## config.mk

```make
export PLATFORM = sky130hd
export DESIGN_NAME = spy_event_reader
export DESIGN_NICKNAME = d
export VERILOG_FILES = /design/src/rtl/spy_protocol_pkg.sv /design/src/rtl/spy_event_reader.sv
export SDC_FILE = /design/constraint.sdc
export NUM_CORES = 1
export LEC_CHECK = 0
export CORE_MARGIN = 3
export CORE_UTILIZATION = 48
export CTS_CLUSTER_DIAMETER = 60
export DETAILED_ROUTE_END_ITERATION = 8
export PLACE_DENSITY = 0.94
export RECOVER_POWER = 100
export SLEW_MARGIN = 20
export SYNTH_ARGS = -nofsm -noshare
export SYNTH_HDL_FRONTEND = slang
export SYNTH_SLANG_ARGS = --single-unit
```

## constraint.sdc

```tcl
create_clock -name clock -period 5.3 [get_ports clock]
set_clock_uncertainty 0.05 [all_clocks]
set_input_delay 0.53 -clock clock [delete_from_list [all_inputs] [get_ports clock]]
set_output_delay 0.53 -clock clock [all_outputs]
set_load 0.01 [all_outputs]
```

## src/rtl/spy_protocol_pkg.sv

```systemverilog
// spy_protocol_pkg: shared state encoding and event-list codes for the spy readout path.
package spy_protocol_pkg;

    typedef enum logic [3:0] {
        S_IDLE,
        S_FREEZE_WAIT,
        S_META_RD,
        S_META_CHK,
        S_DATA_REQ,
        S_DATA_CAP,
        S_DATA_OUT,
        S_RELEASE
    } state_t;

    // Value of the event-list MSB that marks a start-of-event entry (1 = sentinel).
    localparam logic START_EVENT = 1'b0;

endpackage

```

## src/rtl/spy_event_reader.sv

```systemverilog
// spy_event_reader: freezes the spy buffer, finds the newest SOE and streams that event's words.
module spy_event_reader
    import spy_protocol_pkg::*;
#(
    parameter int DATAWIDTH     = 64,
    parameter int MEMWIDTH      = 6,
    parameter int METAWIDTH     = 4,
    parameter int FREEZE_SETTLE = 2
) (
    input  logic                 clock,
    input  logic                 resetbar,
    input  logic                 start,
    output logic                 freeze_req,
    input  logic [METAWIDTH-1:0] meta_write_addr,
    input  logic [MEMWIDTH-1:0]  mem_wptr,
    output logic                 meta_read_enable,
    output logic [METAWIDTH-1:0] meta_read_addr,
    input  logic [MEMWIDTH:0]    meta_read_data,
    output logic                 read_enable,
    output logic [MEMWIDTH-1:0]  read_addr,
    input  logic [DATAWIDTH:0]   data_in,
    output logic [DATAWIDTH:0]   out_data,
    output logic                 out_valid,
    input  logic                 out_ready,
    output logic                 out_last,
    output logic [MEMWIDTH:0]    event_len,
    output logic                 busy,
    output logic                 error
);

    localparam int SENTINEL_BIT = MEMWIDTH;
    localparam int CW = (FREEZE_SETTLE > 1) ? $clog2(FREEZE_SETTLE) : 1;

    state_t                 state, state_nx;
    logic [CW-1:0]          settle;
    logic [MEMWIDTH-1:0]    end_ptr, rd_ptr, len_raw;
    logic [METAWIDTH-1:0]   mptr;
    logic [METAWIDTH:0]     scanned;
    logic [1:0]             sentinels;
    logic [MEMWIDTH:0]      remaining;
    logic                   settle_done, is_sentinel, meta_fail, last_word;

    assign settle_done = settle == CW'(FREEZE_SETTLE - 1);
    assign is_sentinel = meta_read_data[SENTINEL_BIT] != START_EVENT;
    assign len_raw     = end_ptr - meta_read_data[MEMWIDTH-1:0];
    assign last_word   = remaining == (MEMWIDTH+1)'(1);
    // A second sentinel means the SOE was overwritten; a full lap without SOE is also fatal.
    assign meta_fail   = is_sentinel
                         ? (sentinels == 2'd1 || scanned == (METAWIDTH+1)'((1 << METAWIDTH) - 1))
                         : (len_raw == '0);

    assign freeze_req       = state != S_IDLE && state != S_RELEASE;
    assign busy             = freeze_req;
    assign meta_read_enable = state == S_META_RD;
    assign meta_read_addr   = mptr;
    assign read_enable      = state == S_DATA_REQ;
    assign read_addr        = rd_ptr;
    assign out_valid        = state == S_DATA_OUT;

    always_ff @(posedge clock) begin
        if (!resetbar) state <= S_IDLE;
        else           state <= state_nx;
    end

    always_comb begin
        state_nx = state;
        unique case (state)
            S_IDLE:        state_nx = start ? S_FREEZE_WAIT : S_IDLE;
            S_FREEZE_WAIT: state_nx = settle_done ? S_META_RD : S_FREEZE_WAIT;
            S_META_RD:     state_nx = S_META_CHK;
            S_META_CHK:    state_nx = meta_fail ? S_RELEASE : is_sentinel ? S_META_RD : S_DATA_REQ;
            S_DATA_REQ:    state_nx = S_DATA_CAP;
            S_DATA_CAP:    state_nx = S_DATA_OUT;
            S_DATA_OUT:    state_nx = !out_ready ? S_DATA_OUT : last_word ? S_RELEASE : S_DATA_REQ;
            S_RELEASE:     state_nx = S_IDLE;
            default:       state_nx = S_IDLE;
        endcase
    end

    always_ff @(posedge clock) begin
        if (!resetbar) begin
            settle    <= '0;
            end_ptr   <= '0;
            rd_ptr    <= '0;
            mptr      <= '0;
            scanned   <= '0;
            sentinels <= '0;
            remaining <= '0;
            out_data  <= '0;
            out_last  <= 1'b0;
            event_len <= '0;
            error     <= 1'b0;
        end else begin
            error <= state == S_META_CHK && meta_fail;
            if (state == S_FREEZE_WAIT) begin
                settle <= settle_done ? '0 : settle + 1'b1;
                if (settle_done) begin
                    end_ptr   <= mem_wptr;
                    mptr      <= meta_write_addr - METAWIDTH'(1);
                    scanned   <= '0;
                    sentinels <= '0;
                end
            end
            if (state == S_META_CHK) begin
                scanned <= scanned + 1'b1;
                if (is_sentinel) begin
                    sentinels <= sentinels + 1'b1;
                    mptr      <= mptr - METAWIDTH'(1);
                end else begin
                    event_len <= {1'b0, len_raw};
                    remaining <= {1'b0, len_raw};
                    rd_ptr    <= meta_read_data[MEMWIDTH-1:0];
                end
            end
            if (state == S_DATA_CAP) begin
                out_data <= data_in;
                out_last <= last_word;
            end
            if (state == S_DATA_OUT && out_ready) begin
                rd_ptr    <= rd_ptr + 1'b1;
                remaining <= remaining - 1'b1;
            end
        end
    end

endmodule
```

==> results.toml <==
[die]
core_region_area_um2 = 9460
rows = 35
start_util = 0.507
pin_count = 175
die_area_um2 = 11200
chipWidth_um = 106
die_h_um = 106

[yosys]
synth_warnings = 0
synthArstFlopShare = 0
synth-edff-count = 0
syn_area_um2 = 4800
synth_common_cells = "nand2_1, dfxtp_1, a21boi_0"
synth_top_area_frac = 0.447
synth_cell_types = 55
synth-main-ff-cell = "dfxtp_1"
synth_area_leader_cell = "dfxtp_1"
ys_ff_latch = 107
syn_nets = 683
synth.avg_cell_area_um2 = 8.23
syn_inst = 583
synth.area.top_cells = "dfxtp_1, nand2_1, a21boi_0"
yosysSeqAreaShare = 0.447
synth.most_common_cell = "nand2_1"

[critical_path]
r2r_start = "end_ptr[0]$_SDFFE_PN0P_"
cpPeakStageDelay_ns = 0.71
cp.required_ns = 4.72
critPathArrivalTime_ns = 2.21
ff2ff_path_depth = 8
rr_endpoint = "state[1]$_SDFF_PN0_"
cpLargestDelayFamily = "flip-flops"
crit_chain = "nand3_1 > a21boi_0 > dlygate4sd3_1"
crit_path_start_kind = "flip-flop"
worstSetupPathType = "reg -> out"
cp_num_buf_inv = 1
crit_path_max_fanout = 20
end_kind = "output port"
slowest_stage = "dfxtp_1"
ff2ff_setup_slack_ns = 2.97

[detailed_routing]
via_count = 4551
postRouteAntennaNets = 0
wirelength_met1_um = 5460
routed_wl_um = 13200
drtIter0Drc = 233
drc = 0
top_layer = "met4"
wl_met2_um = 6700
wl_per_cell_um = 15.3
vias_per_cell = 5.27
wl_met3_um = 652
firstDrtPassIters = 5

[place]
dp_hpwl_um = 9720
gp_congestion = 0.896
port-buffer-count = 173

[clock_tree]
holdBufCountCts = 0
path_clk_slew_ns = 0.10
cts.sinks = 107
cts_resized = 0
post_cts_buffers = 0
clkLatencyLatePin_ns = 0.36
clockBufferDepth = 2
root_buffer = "clkbuf_8"
ctsHtreeMaxLevel = 3
cts_buffers = 9
tritoncts = "built"

[global_routing]
overflow = 0
grt_pass1_wl_um = 21400
grt_pass1_vias = 4369
antenna_found_initial = 0
grt_max_degree = 66
grtUsageTotal = 0.232

[run_status]
outcome = "finished, final reports clean"

[cells_and_area]
finalNetCount = 830
regArea_um2 = 2140
multi_input_area_um2 = 2420
n_fill_cell = 739
drive_gt1_frac = 0.0313
post-route-util = 0.710
diodes = 0
area_growth_pct = 40.0

[sta]
slew_viol_final = 0
worstMarginPinSlew_ns = 0.945
fin_crit_sh = 0.526
period_minus_slack_ns = 2.79
max_freq_mhz = 359
fin_tns_setup_ns = 0
slew-limit-headroom = 0.370
finalSetupViolCount = 0
hold_violations = 0
rsz0062_at_grt = "false"

[pwr]
power_per_cell_area_nw_per_um2 = 221
leakage_uw = 0.00263
ir_drop_mv = 0.119

[min_path]
hp-class = "reg -> reg"
hold-path-endpoint = "scanned[3]$_SDFFE_PN0P_"
min_path_cells = 1
hp-start = "scanned[3]$_SDFFE_PN0P_"

[job]
max-cap-violations = 0
-- flip-flops by register name, summed over array words and instances, names as in the netlist --
signal          count
out_last            1
settle              1
out_data           65
read_addr           6
state               3
sentinels           2
event_len           6
remaining           7
end_ptr             6
meta_read_addr      4
scanned             5
error               1
-- worst register-to-register path: cells and delay by family (launching register included) --
family	cells	cell delay, ns
xor+xnor	1	0.11
flops	1	0.34
buf+inv	1	0.06
fa+ha+maj	2	0.60
simple gates	2	0.71
compound gates	2	0.38
-- placed cells by master, fill, tap and decap left out, types with 5 or more instances in the layout --
cell             instances
xor2_1                   6
nand2_1                166
nor2b_1                 10
dlygate4sd3_1           90
nor3_1                   5
clkdlybuf4s50_1         82
nand2b_1                 6
and2_0                   7
ha_1                    13
nor2_1                  19
a21oi_1                 16
o21ai_0                 20
a31oi_1                  5
nand3_1                 10
dfxtp_1                107
a21boi_0                81
inv_1                   15
clkbuf_8                11
-- area by class of cell --
| cell class | instances | share of cell area |
|---|---|---|
| Multi-Input combinational cell | 420 | 0.360 |
| Clock buffer | 12 | 0.0231 |
| Sequential cell | 107 | 0.319 |
| Clock inverter | 4 | 0.00466 |
| Inverter | 15 | 0.00838 |
| Tap cell | 129 | 0.0240 |
| Timing Repair Buffer | 177 | 0.261 |
-- layer usage --
metal  track usage  up-vias
met3        0.0407       33
met4        0.0990        0
met2         0.401      160
met1         0.285     2108
met5             0        -
li1              -     2250
-- where the power goes --
part	internal [uW]	leakage, uW	switching [uW]	total, uW
sequential	813	0.000862	15.0	828
combinational	104	0.00167	70.7	175
clock	201	0.0000974	278	479
total	1120	0.00263	364	1480
-- how the worst max path moves through the flow --
stage | startpoint | to | slack, ns | cells past startpoint
finish | state[1]$_SDFF_PN0_ | freeze_req | 2.51 | 3
CTS | state[2]$_SDFF_PN0_ | busy | 2.57 | 3
global route | state[2]$_SDFF_PN0_ | busy | 2.37 | 3
floorplan | meta_read_data[0] | state[1]$_SDFF_PN0_ | 3.03 | 7
detailed placement | meta_read_data[0] | state[1]$_SDFF_PN0_ | 2.36 | 8
global placement | meta_read_data[0] | state[1]$_SDFF_PN0_ | 2.49 | 8
-- metrics by stage --
step	setup slack, ns	instance area, um2	hold WS, ns	instances	total power [uW]
6_report	2.51	6720	0.411	864	1480
2_1_floorplan	3.03	4800	0.374	583	929
5_1_grt	2.37	6720	0.434	864	1540
3_5_place_dp	2.36	6540	0.397	848	1020
4_1_cts	2.57	6720	0.412	864	1500
3_3_place_gp	2.49	6540	0.391	848	1020
-- kinds of logic after synthesis --
logic type,count (synthesis),share of synthesized area
flops,107,0.447
simple gates,251,0.235
mux,4,0.00965
buf+inv,56,0.0501
other cells,1,0.000782
compound gates,142,0.205
xor+xnor,8,0.0146
fa+ha+maj,14,0.0381
Power figures use the tool's default switching activity.
